## src/rtl/cpu_sequencer_pkg.sv

```systemverilog
// Shared types and constants for the accumulator CPU control path.
package cpu_sequencer_pkg;

    typedef enum logic [2:0] {
        HLT = 3'd0,
        SKZ = 3'd1,
        ADD = 3'd2,
        AND = 3'd3,
        XOR = 3'd4,
        LDA = 3'd5,
        STO = 3'd6,
        JMP = 3'd7
    } opcode_t;

    typedef enum logic [2:0] {
        INST_ADDR  = 3'd0,
        INST_FETCH = 3'd1,
        INST_LOAD  = 3'd2,
        IDLE       = 3'd3,
        OP_ADDR    = 3'd4,
        OP_FETCH   = 3'd5,
        ALU_OP     = 3'd6,
        STORE      = 3'd7
    } phase_t;

    // Address mux select: S1 routes the PC, S0 routes the IR operand.
    localparam logic S0 = 1'b0;
    localparam logic S1 = 1'b1;

    function automatic logic is_aluop(input opcode_t op);
        return (op == ADD) || (op == AND) || (op == XOR) || (op == LDA);
    endfunction

endpackage

```

## src/rtl/cpu_ctrl_decode.sv

```systemverilog
// Combinational strobe decode from the current phase, opcode, zero flag and halt state.
module cpu_ctrl_decode
    import cpu_sequencer_pkg::*;
(
    input  phase_t  phase,
    input  opcode_t opcode,
    input  logic    zero,
    input  logic    halted,
    output logic    sel,
    output logic    mem_rd,
    output logic    mem_wr,
    output logic    load_ir,
    output logic    load_ac,
    output logic    load_pc,
    output logic    inc_pc,
    output logic    halt
);

    logic aluop;

    assign aluop = is_aluop(opcode);

    always_comb begin
        sel     = S0;
        mem_rd  = 1'b0;
        mem_wr  = 1'b0;
        load_ir = 1'b0;
        load_ac = 1'b0;
        load_pc = 1'b0;
        inc_pc  = 1'b0;
        halt    = 1'b0;
        if (halted) begin
            halt = 1'b1;
        end else begin
            case (phase)
                INST_ADDR: sel = S1;
                INST_FETCH: begin
                    sel    = S1;
                    mem_rd = 1'b1;
                end
                INST_LOAD, IDLE: begin
                    sel     = S1;
                    mem_rd  = 1'b1;
                    load_ir = 1'b1;
                end
                OP_ADDR: begin
                    halt   = (opcode == HLT);
                    inc_pc = 1'b1;
                end
                OP_FETCH: mem_rd = aluop;
                ALU_OP: begin
                    mem_rd  = aluop;
                    load_ac = aluop;
                    inc_pc  = (opcode == SKZ) && zero;
                    load_pc = (opcode == JMP);
                end
                STORE: begin
                    mem_rd  = aluop;
                    load_ac = aluop;
                    inc_pc  = (opcode == JMP);
                    load_pc = (opcode == JMP);
                    mem_wr  = (opcode == STO);
                end
                default: ;
            endcase
        end
    end

endmodule

```

## src/rtl/cpu_sequencer.sv

```systemverilog
// Eight-phase fetch/execute sequencer with memory-ready stall and sticky halt.
module cpu_sequencer
    import cpu_sequencer_pkg::*;
#(
    parameter bit STALL_EN = 1'b1
) (
    input  logic    clk,
    input  logic    rst,
    input  opcode_t opcode,
    input  logic    zero,
    input  logic    mem_ready,
    output logic    sel,
    output logic    mem_rd,
    output logic    mem_wr,
    output logic    load_ir,
    output logic    load_ac,
    output logic    load_pc,
    output logic    inc_pc,
    output logic    halt,
    output phase_t  phase
);

    phase_t phase_q, phase_d;
    logic   halted_q, halted_d;
    logic   wait_mem;

    assign wait_mem = STALL_EN && !mem_ready;

    always_comb begin
        phase_d  = phase_q;
        halted_d = halted_q;
        if (!halted_q) begin
            case (phase_q)
                INST_ADDR:  phase_d = INST_FETCH;
                INST_FETCH: phase_d = wait_mem ? INST_FETCH : INST_LOAD;
                INST_LOAD:  phase_d = IDLE;
                IDLE:       phase_d = OP_ADDR;
                OP_ADDR: begin
                    // A halt freezes the phase here so the debug port shows where it stopped.
                    if (opcode == HLT) halted_d = 1'b1;
                    else               phase_d  = OP_FETCH;
                end
                OP_FETCH:   phase_d = (wait_mem && is_aluop(opcode)) ? OP_FETCH : ALU_OP;
                ALU_OP:     phase_d = STORE;
                STORE:      phase_d = INST_ADDR;
                default:    phase_d = INST_ADDR;
            endcase
        end
    end

    always_ff @(posedge clk or posedge rst) begin
        if (rst) begin
            phase_q  <= INST_ADDR;
            halted_q <= 1'b0;
        end else begin
            phase_q  <= phase_d;
            halted_q <= halted_d;
        end
    end

    assign phase = phase_q;

    cpu_ctrl_decode u_decode (
        .phase   (phase_q),
        .opcode  (opcode),
        .zero    (zero),
        .halted  (halted_q),
        .sel     (sel),
        .mem_rd  (mem_rd),
        .mem_wr  (mem_wr),
        .load_ir (load_ir),
        .load_ac (load_ac),
        .load_pc (load_pc),
        .inc_pc  (inc_pc),
        .halt    (halt)
    );

    a_rd_wr_exclusive: assert property (@(posedge clk) disable iff (rst) !(mem_rd && mem_wr));
    a_load_ir_sel:     assert property (@(posedge clk) disable iff (rst) load_ir |-> (sel == S1));

endmodule

```

## config.mk

```make
export PLATFORM = sky130hd
export DESIGN_NAME = cpu_sequencer
export DESIGN_NICKNAME = d
export VERILOG_FILES = /design/src/rtl/cpu_sequencer_pkg.sv /design/src/rtl/cpu_ctrl_decode.sv /design/src/rtl/cpu_sequencer.sv
export SDC_FILE = /design/constraint.sdc
export NUM_CORES = 1
export LEC_CHECK = 0
export BUFFER_PORTS_ARGS = -buffer_cell sky130_fd_sc_hd__buf_2
export CAP_MARGIN = 20
export CORE_AREA = 2 2 39 41
export CTS_CLUSTER_DIAMETER = 60
export CTS_CLUSTER_SIZE = 30
export DETAILED_ROUTE_END_ITERATION = 10
export DIE_AREA = 0 0 41 43
export GPL_TIMING_DRIVEN = 0
export HOLD_SLACK_MARGIN = 0.05
export PLACE_DENSITY = 0.43
export SYNTH_ARGS = -nofsm -noshare
export SYNTH_HDL_FRONTEND = slang
export SYNTH_SLANG_ARGS = --single-unit
```

## constraint.sdc

```tcl
create_clock -name clk -period 1.8 [get_ports clk]
set_clock_uncertainty 0.05 [all_clocks]
set_input_delay 0 -clock clk [delete_from_list [all_inputs] [get_ports clk]]
set_output_delay 0 -clock clk [all_outputs]
set_load 0.01 [all_outputs]
```

After elaboration in Yosys (flattened, before gate mapping):

Cells that the tools add are included.

* flip-flop bits (word level): 4

* muxes and demuxes: 23
* reductions and logical operators: 14
* equality and inequality tests: 15
* bitwise gates (word level): 1

Operator list (number)
* equality test 3 bit (second input constant): 8
* one-hot mux 3 bit (8 select lines): 1
* two-way mux 1 bit: 17
* equality test 3 x 2 -> 1 bit (second input constant): 4
* equality test 3 x 1 -> 1 bit (second input constant): 2
* zero test 3 bit: 2
* OR reduction 3 bit: 2
* two-way mux 2 bit: 2
* OR reduction 2 bit: 2
* OR reduction 4 bit: 1
* logical OR 1 bit: 3
* two-way mux 3 bit: 1
* one-hot mux 1 bit (3 select lines): 1
* logical AND 1 bit: 2
* inequality test 2 bit (second input constant): 1
* one-hot mux 1 bit (2 select lines): 1
* AND reduction 2 bit: 1
* zero test 1 bit: 1
* inverter 1 bit: 1

Depth between registers and ports, before layout:

* depth in word-level cells: 7
* depth in mapped cells: 4
* depth with buffers taken out: 3

Hierarchy:

A second synthesis with hierarchy kept.

* cells, all modules: 35
* area total of the unflattened synthesis: 301.5 um^2

Modules (own cells, without submodules)
* cpu_sequencer: times used 1, cells an instance 17, sequential area each 100.1 um^2, area an instance 188.9 um^2
* cpu_ctrl_decode: times used 1, cells an instance 18, sequential area each 0.0 um^2, area an instance 112.6 um^2

Least setup slack after synthesis:

Ideal clock, no wire load.

* path type: register to register
* start point: register phase_q[0] (netlist: phase[0])
* end point: register halted_q
* clock period less this slack: 1.612 ns
* arrival: 1.400 ns
* data required time: 1.588 ns
* library setup time: 0.162 ns
* cell stages (with the launch flop): 3
* slack: 0.188 ns
* path through: dfrtp_1 > or4b_4 > o31ai_1

* cells in the longest elaborated chain, start to end: 3

RTL lines
* from (decl): line cpu_sequencer.sv:23 `phase_t phase_q, phase_d;`
* from (signal assigned): line cpu_sequencer.sv:56 `phase_q <= phase_d;`
* equality test 3 bit: line cpu_sequencer.sv:33 `case (phase_q)`
* two-way mux 1 bit: line cpu_sequencer.sv:33
* two-way mux 1 bit: line cpu_sequencer.sv:32 `if (!halted_q) begin`
* to (signal assigned): line cpu_sequencer.sv:57 `halted_q <= halted_d;`
* to (decl): line cpu_sequencer.sv:24 `logic halted_q, halted_d;`

Every way passes these cells.
A chain may end at the register's enable or synchronous reset.

Worst setup path after layout:

* start point: register phase_q[1] (netlist: phase[1])
* end point: output port halt

* cells in the longest elaborated chain, start to end: 3

RTL lines
* equality test 3 bit: line cpu_ctrl_decode.sv:35 `case (phase)`
* two-way mux 1 bit: line cpu_ctrl_decode.sv:35
* two-way mux 1 bit: line cpu_ctrl_decode.sv:32 `if (halted) begin`
* to (decl): line cpu_sequencer.sv:19 `output logic halt,`

Every way passes these cells.

==> metrics.txt <==
# TYPE chip_impl_metric gauge
chip_impl_metric{name="cts_inserted_buffers",unit=""} 3
chip_impl_metric{name="final_period_minus_worst_setup_slack",unit="ns"} 1.700
chip_impl_metric{name="via_per_inst",unit=""} 4.556
chip_impl_metric{name="timing.reg2reg.worst_path_depth",unit=""} 3
chip_impl_metric{name="final_core_util",unit="%"} 33.63
chip_impl_metric{name="io-pin-count",unit=""} 18
chip_impl_metric{name="finalSetupViolations",unit=""} 0
chip_impl_metric{name="final_nets",unit=""} 65
chip_impl_info{name="critPathSlowestCell",value="sky130_fd_sc_hd__or4b_4"} 1
chip_impl_metric{name="worst_ir_drop_vdd",unit="V"} 0.0001871
chip_impl_metric{name="postLayoutSetupSlackWorst",unit="ns"} 0.1002
chip_impl_metric{name="antenna_found_initial",unit=""} 0
chip_impl_metric{name="core_box_area",unit="mm^2"} 0.001384
chip_impl_metric{name="sequentialPowerShare",unit="%"} 40.4
chip_impl_metric{name="antenna_violating_nets_post_route",unit=""} 0
chip_impl_metric{name="gp_routability_congestion",unit=""} 0.6586
chip_impl_metric{name="required_time_reported_for_the_critical_path_endpoint",unit="ns"} 1.75
chip_impl_metric{name="die_h",unit="um"} 43
chip_impl_metric{name="clock_tree.buffer_depth",unit=""} 2
chip_impl_metric{name="synth.area.mux_share",unit="%"} 0
chip_impl_metric{name="initial_standard_cell_utilization_of_the_core",unit="%"} 20.98
chip_impl_metric{name="leakagePower",unit="nW"} 0.2393
chip_impl_info{name="timing.critical_path.from",value="phase[1]$_DFFE_PP0P_"} 1
chip_impl_metric{name="cts_setup_buffers",unit=""} 0
chip_impl_metric{name="detailedPlace.worstSlack",unit="ns"} 0.2147
chip_impl_metric{name="placement.io_buffers",unit=""} 17
chip_impl_metric{name="syn2layout_area_growth",unit="%"} 60.34
chip_impl_metric{name="dieArea",unit="mm^2"} 0.001763
chip_impl_info{name="tritoncts_clock_tree",value="done"} 1
chip_impl_metric{name="timing.final.crit_share",unit="%"} 94.43
chip_impl_metric{name="fp.dieW",unit="um"} 41
chip_impl_info{name="criticalPathCategory",value="flip-flop to output pin"} 1
chip_impl_metric{name="worstMarginPinSlew",unit="ns"} 0.2359
chip_impl_info{name="cts-root-buf",value="sky130_fd_sc_hd__clkbuf_4"} 1
chip_impl_metric{name="drv.max_cap_violation_count",unit=""} 0
chip_impl_info{name="type_of_origin_of_the_critical_path",value="flip-flop"} 1
chip_impl_metric{name="worst-endpoint-arrival",unit="ns"} 1.65
chip_impl_metric{name="reg_to_reg_slack_setup",unit="ns"} 0.34
chip_impl_metric{name="finalHoldViolations",unit=""} 0
chip_impl_metric{name="post_route_cells_drive_above_1_share",unit="%"} 48.21
chip_impl_info{name="status",value="finished clean"} 1
chip_impl_metric{name="grt_pass1_vias",unit=""} 297
chip_impl_info{name="main_combinational_cell_family_by_area_after_synthesis",value="simple AND/OR/NAND/NOR gates"} 1
chip_impl_metric{name="grt_pass1_wl",unit="mm"} 1.193
chip_impl_metric{name="power.internal",unit="uW"} 178.4
chip_impl_metric{name="slew_viol_final",unit=""} 0
chip_impl_metric{name="antenna_cells",unit=""} 0
chip_impl_metric{name="drt_iter0_drc",unit=""} 3
chip_impl_metric{name="synth.ff_latch_count",unit=""} 4
chip_impl_metric{name="synthesis_warning_total",unit=""} 0
chip_impl_metric{name="rows",unit=""} 14
chip_impl_metric{name="switching_share_of_power",unit="%"} 20.32
chip_impl_metric{name="clkSinkCount",unit=""} 4
chip_impl_metric{name="cp_max_fo",unit=""} 10
chip_impl_metric{name="yosysUniqueCellTypes",unit=""} 21
chip_impl_info{name="end_kind",value="output pin"} 1
chip_impl_metric{name="post_synth_xor_area_fraction",unit="%"} 6.034
chip_impl_info{name="endpoint_of_the_most_critical_register_to_register_path",value="phase[0]$_DFFE_PP0P_"} 1
chip_impl_metric{name="setup_tns",unit="ns"} 0
chip_impl_metric{name="layout.cells.non_filler",unit=""} 72
chip_impl_metric{name="critPathMaxStageDelay",unit="ns"} 0.55
chip_impl_metric{name="clock_tree.htree_level_count",unit=""} 1
chip_impl_metric{name="drc",unit=""} 0
chip_impl_info{name="timing.critical_path.cells",value="or4b_4, o31ai_2, buf_2"} 1
chip_impl_info{name="worst_r2r_startpoint",value="phase[1]$_DFFE_PP0P_"} 1
chip_impl_metric{name="power.clock.fraction",unit="%"} 48.2
chip_impl_info{name="critPathCapture",value="halt"} 1
chip_impl_info{name="hold_path.class",value="primary input to flip-flop"} 1
chip_impl_metric{name="drt_pass_1_iters",unit=""} 4
chip_impl_metric{name="syn-cell-area",unit="um^2"} 290.3
chip_impl_info{name="rsz0062_at_grt",value="no"} 1
chip_impl_metric{name="synthesis.instances",unit=""} 32
chip_impl_metric{name="synth.yosys.seq_area_share",unit="%"} 34.48
chip_impl_metric{name="hold-worst-slack",unit="ns"} 0.07411
chip_impl_metric{name="clock_latency",unit="ns"} 0.23
chip_impl_metric{name="synth_nets",unit=""} 39
chip_impl_metric{name="slew-limit-headroom",unit="%"} 84.16
chip_impl_metric{name="maxClockFrequency",unit="MHz"} 588.3
chip_impl_metric{name="clk_pin_slew_worst_paths",unit="ns"} 0.04
chip_impl_metric{name="power_density_cells",unit="mW/mm^2"} 481.1
chip_impl_metric{name="grt_overflow_total",unit=""} 0
chip_impl_metric{name="post-place-cells",unit=""} 65
chip_impl_metric{name="yosys.area_share.simple",unit="%"} 33.19
chip_impl_metric{name="avgSynthCellArea",unit="um^2"} 9.071
chip_impl_metric{name="detailed_route_wire_length_per_cell",unit="um"} 11.10
chip_impl_metric{name="combinationalPowerShare",unit="%"} 11.4
chip_impl_metric{name="hpwl",unit="um"} 579.9
chip_impl_metric{name="synth_compound_gate_area_share",unit="%"} 21.12
chip_impl_metric{name="grt_start_max_net_pins",unit=""} 11
chip_impl_metric{name="routed_wirelength",unit="um"} 799
chip_impl_metric{name="switching_power",unit="uW"} 45.51
chip_impl_metric{name="synth-adder-area-share",unit="%"} 0
chip_impl_metric{name="vias",unit=""} 328
chip_impl_metric{name="global_route.usage.total",unit="%"} 9.778
==> metal layers <==
layer  share of wire, %  routed length [um]  track usage, %
met1                 47                 376           12.70
met2                 47                 372           15.00
met3                6.3                  50           2.094
met4                  0                   0           4.000
met5                  0                   0               0
==> area by class of cell <==
class	instances	area [um^2]
buffer	1	7.507
clock buffer	3	22.52
fill	149	918.4
inverter	2	7.507
multi-input combinational	25	180.2
sequential	4	102.6
tap	16	20.02
timing repair buffer	21	125.1
==> critical path: cells and delay by family, from the launching register on <==
family | cells | cell delay (ns)
and+or+nand+nor | 1 | 0.55
AOI/OAI and AO/OA | 1 | 0.23
buffers and inverters | 1 | 0.18
DFF | 1 | 0.46
==> kinds of logic (layout without fill, tap and decap cells) <==
kind of cell,Yosys count,in the layout
buffers and inverters,3,27
AOI/OAI and AO/OA,7,7
DFF,4,4
and+or+nand+nor,16,16
xor gates and xnor gates,2,2
==> synthesized netlist by cell type <==
cell / n / area share (%)
sky130_fd_sc_hd__a211o_1: 1 / 3.0
sky130_fd_sc_hd__a211oi_1: 1 / 2.6
sky130_fd_sc_hd__a21oi_1: 1 / 1.7
sky130_fd_sc_hd__a22o_1: 1 / 3.0
sky130_fd_sc_hd__and3_1: 1 / 2.2
sky130_fd_sc_hd__and4b_1: 1 / 3.4
sky130_fd_sc_hd__buf_4: 1 / 2.6
sky130_fd_sc_hd__dfrtp_1: 4 / 34
sky130_fd_sc_hd__inv_1: 2 / 2.6
sky130_fd_sc_hd__nand2_1: 4 / 5.2
sky130_fd_sc_hd__nand2b_1: 1 / 2.2
sky130_fd_sc_hd__nor2_1: 3 / 3.9
sky130_fd_sc_hd__nor2b_1: 1 / 2.2
sky130_fd_sc_hd__nor3_1: 1 / 1.7
sky130_fd_sc_hd__nor3b_1: 1 / 2.6
sky130_fd_sc_hd__nor4b_1: 1 / 3.0
sky130_fd_sc_hd__o31ai_1: 2 / 5.2
sky130_fd_sc_hd__o32ai_2: 1 / 5.6
sky130_fd_sc_hd__or2_2: 1 / 2.2
sky130_fd_sc_hd__or4b_4: 1 / 4.7
sky130_fd_sc_hd__xnor2_1: 2 / 6.0
==> how the worst min path moves through the flow <==
stage / startpoint / end / slack [ns] / cells past startpoint
floorplan: rst / halted_q$_DFF_PP0_ / -0.28 / 1
global placement: rst / phase[2]$_DFFE_PP0P_ / -0.17 / 2
detailed placement: rst / phase[1]$_DFFE_PP0P_ / -0.17 / 2
CTS: opcode[0] / halted_q$_DFF_PP0_ / 0.07 / 3
global route: opcode[0] / halted_q$_DFF_PP0_ / 0.11 / 3
finish: opcode[0] / halted_q$_DFF_PP0_ / 0.07 / 3
==> per-stage QoR <==
step / power [mW] / cell area [um^2]
global route: 0.2330 / 465.4
detailed placement: 0.1103 / 395.4
finish: 0.2239 / 465.4
global placement: 0.1104 / 395.4
CTS: 0.2291 / 462.9
floorplan: 0.09867 / 290.3
==> registers in the layout, indices dropped and copies added, names as in the netlist <==
name      count
phase         3
halted_q      1
==> power by group through the flow <==
stage	clock network [mW]	registers, mW	logic (mW)
floorplan	0	0.0916	0.00712
global placement	0	0.0916	0.0189
detailed placement	0	0.0916	0.0187
CTS	0.113	0.0904	0.0257
global route	0.114	0.0904	0.0287
finish	0.108	0.0904	0.0255
==> layout by cell type, fill, tap and decap left out, types with 2 or more instances in the layout <==
cell type                       count
sky130_fd_sc_hd__clkbuf_4           3
sky130_fd_sc_hd__dfrtp_1            2
sky130_fd_sc_hd__dfrtp_2            2
sky130_fd_sc_hd__buf_2             17
sky130_fd_sc_hd__inv_1              2
sky130_fd_sc_hd__xnor2_1            2
sky130_fd_sc_hd__dlygate4sd3_1      4
sky130_fd_sc_hd__nor2_1             3
sky130_fd_sc_hd__nand2_1            4
==> repair_timing <==
item | in CTS | in global routing
hold buffers | 4 | 0
resized for setup | 1 | 2
endpoints found under the setup margin | 1 | 1
endpoints found under the hold margin | 6 | 0
No activity file was read; power rests on OpenSTA's default activity.
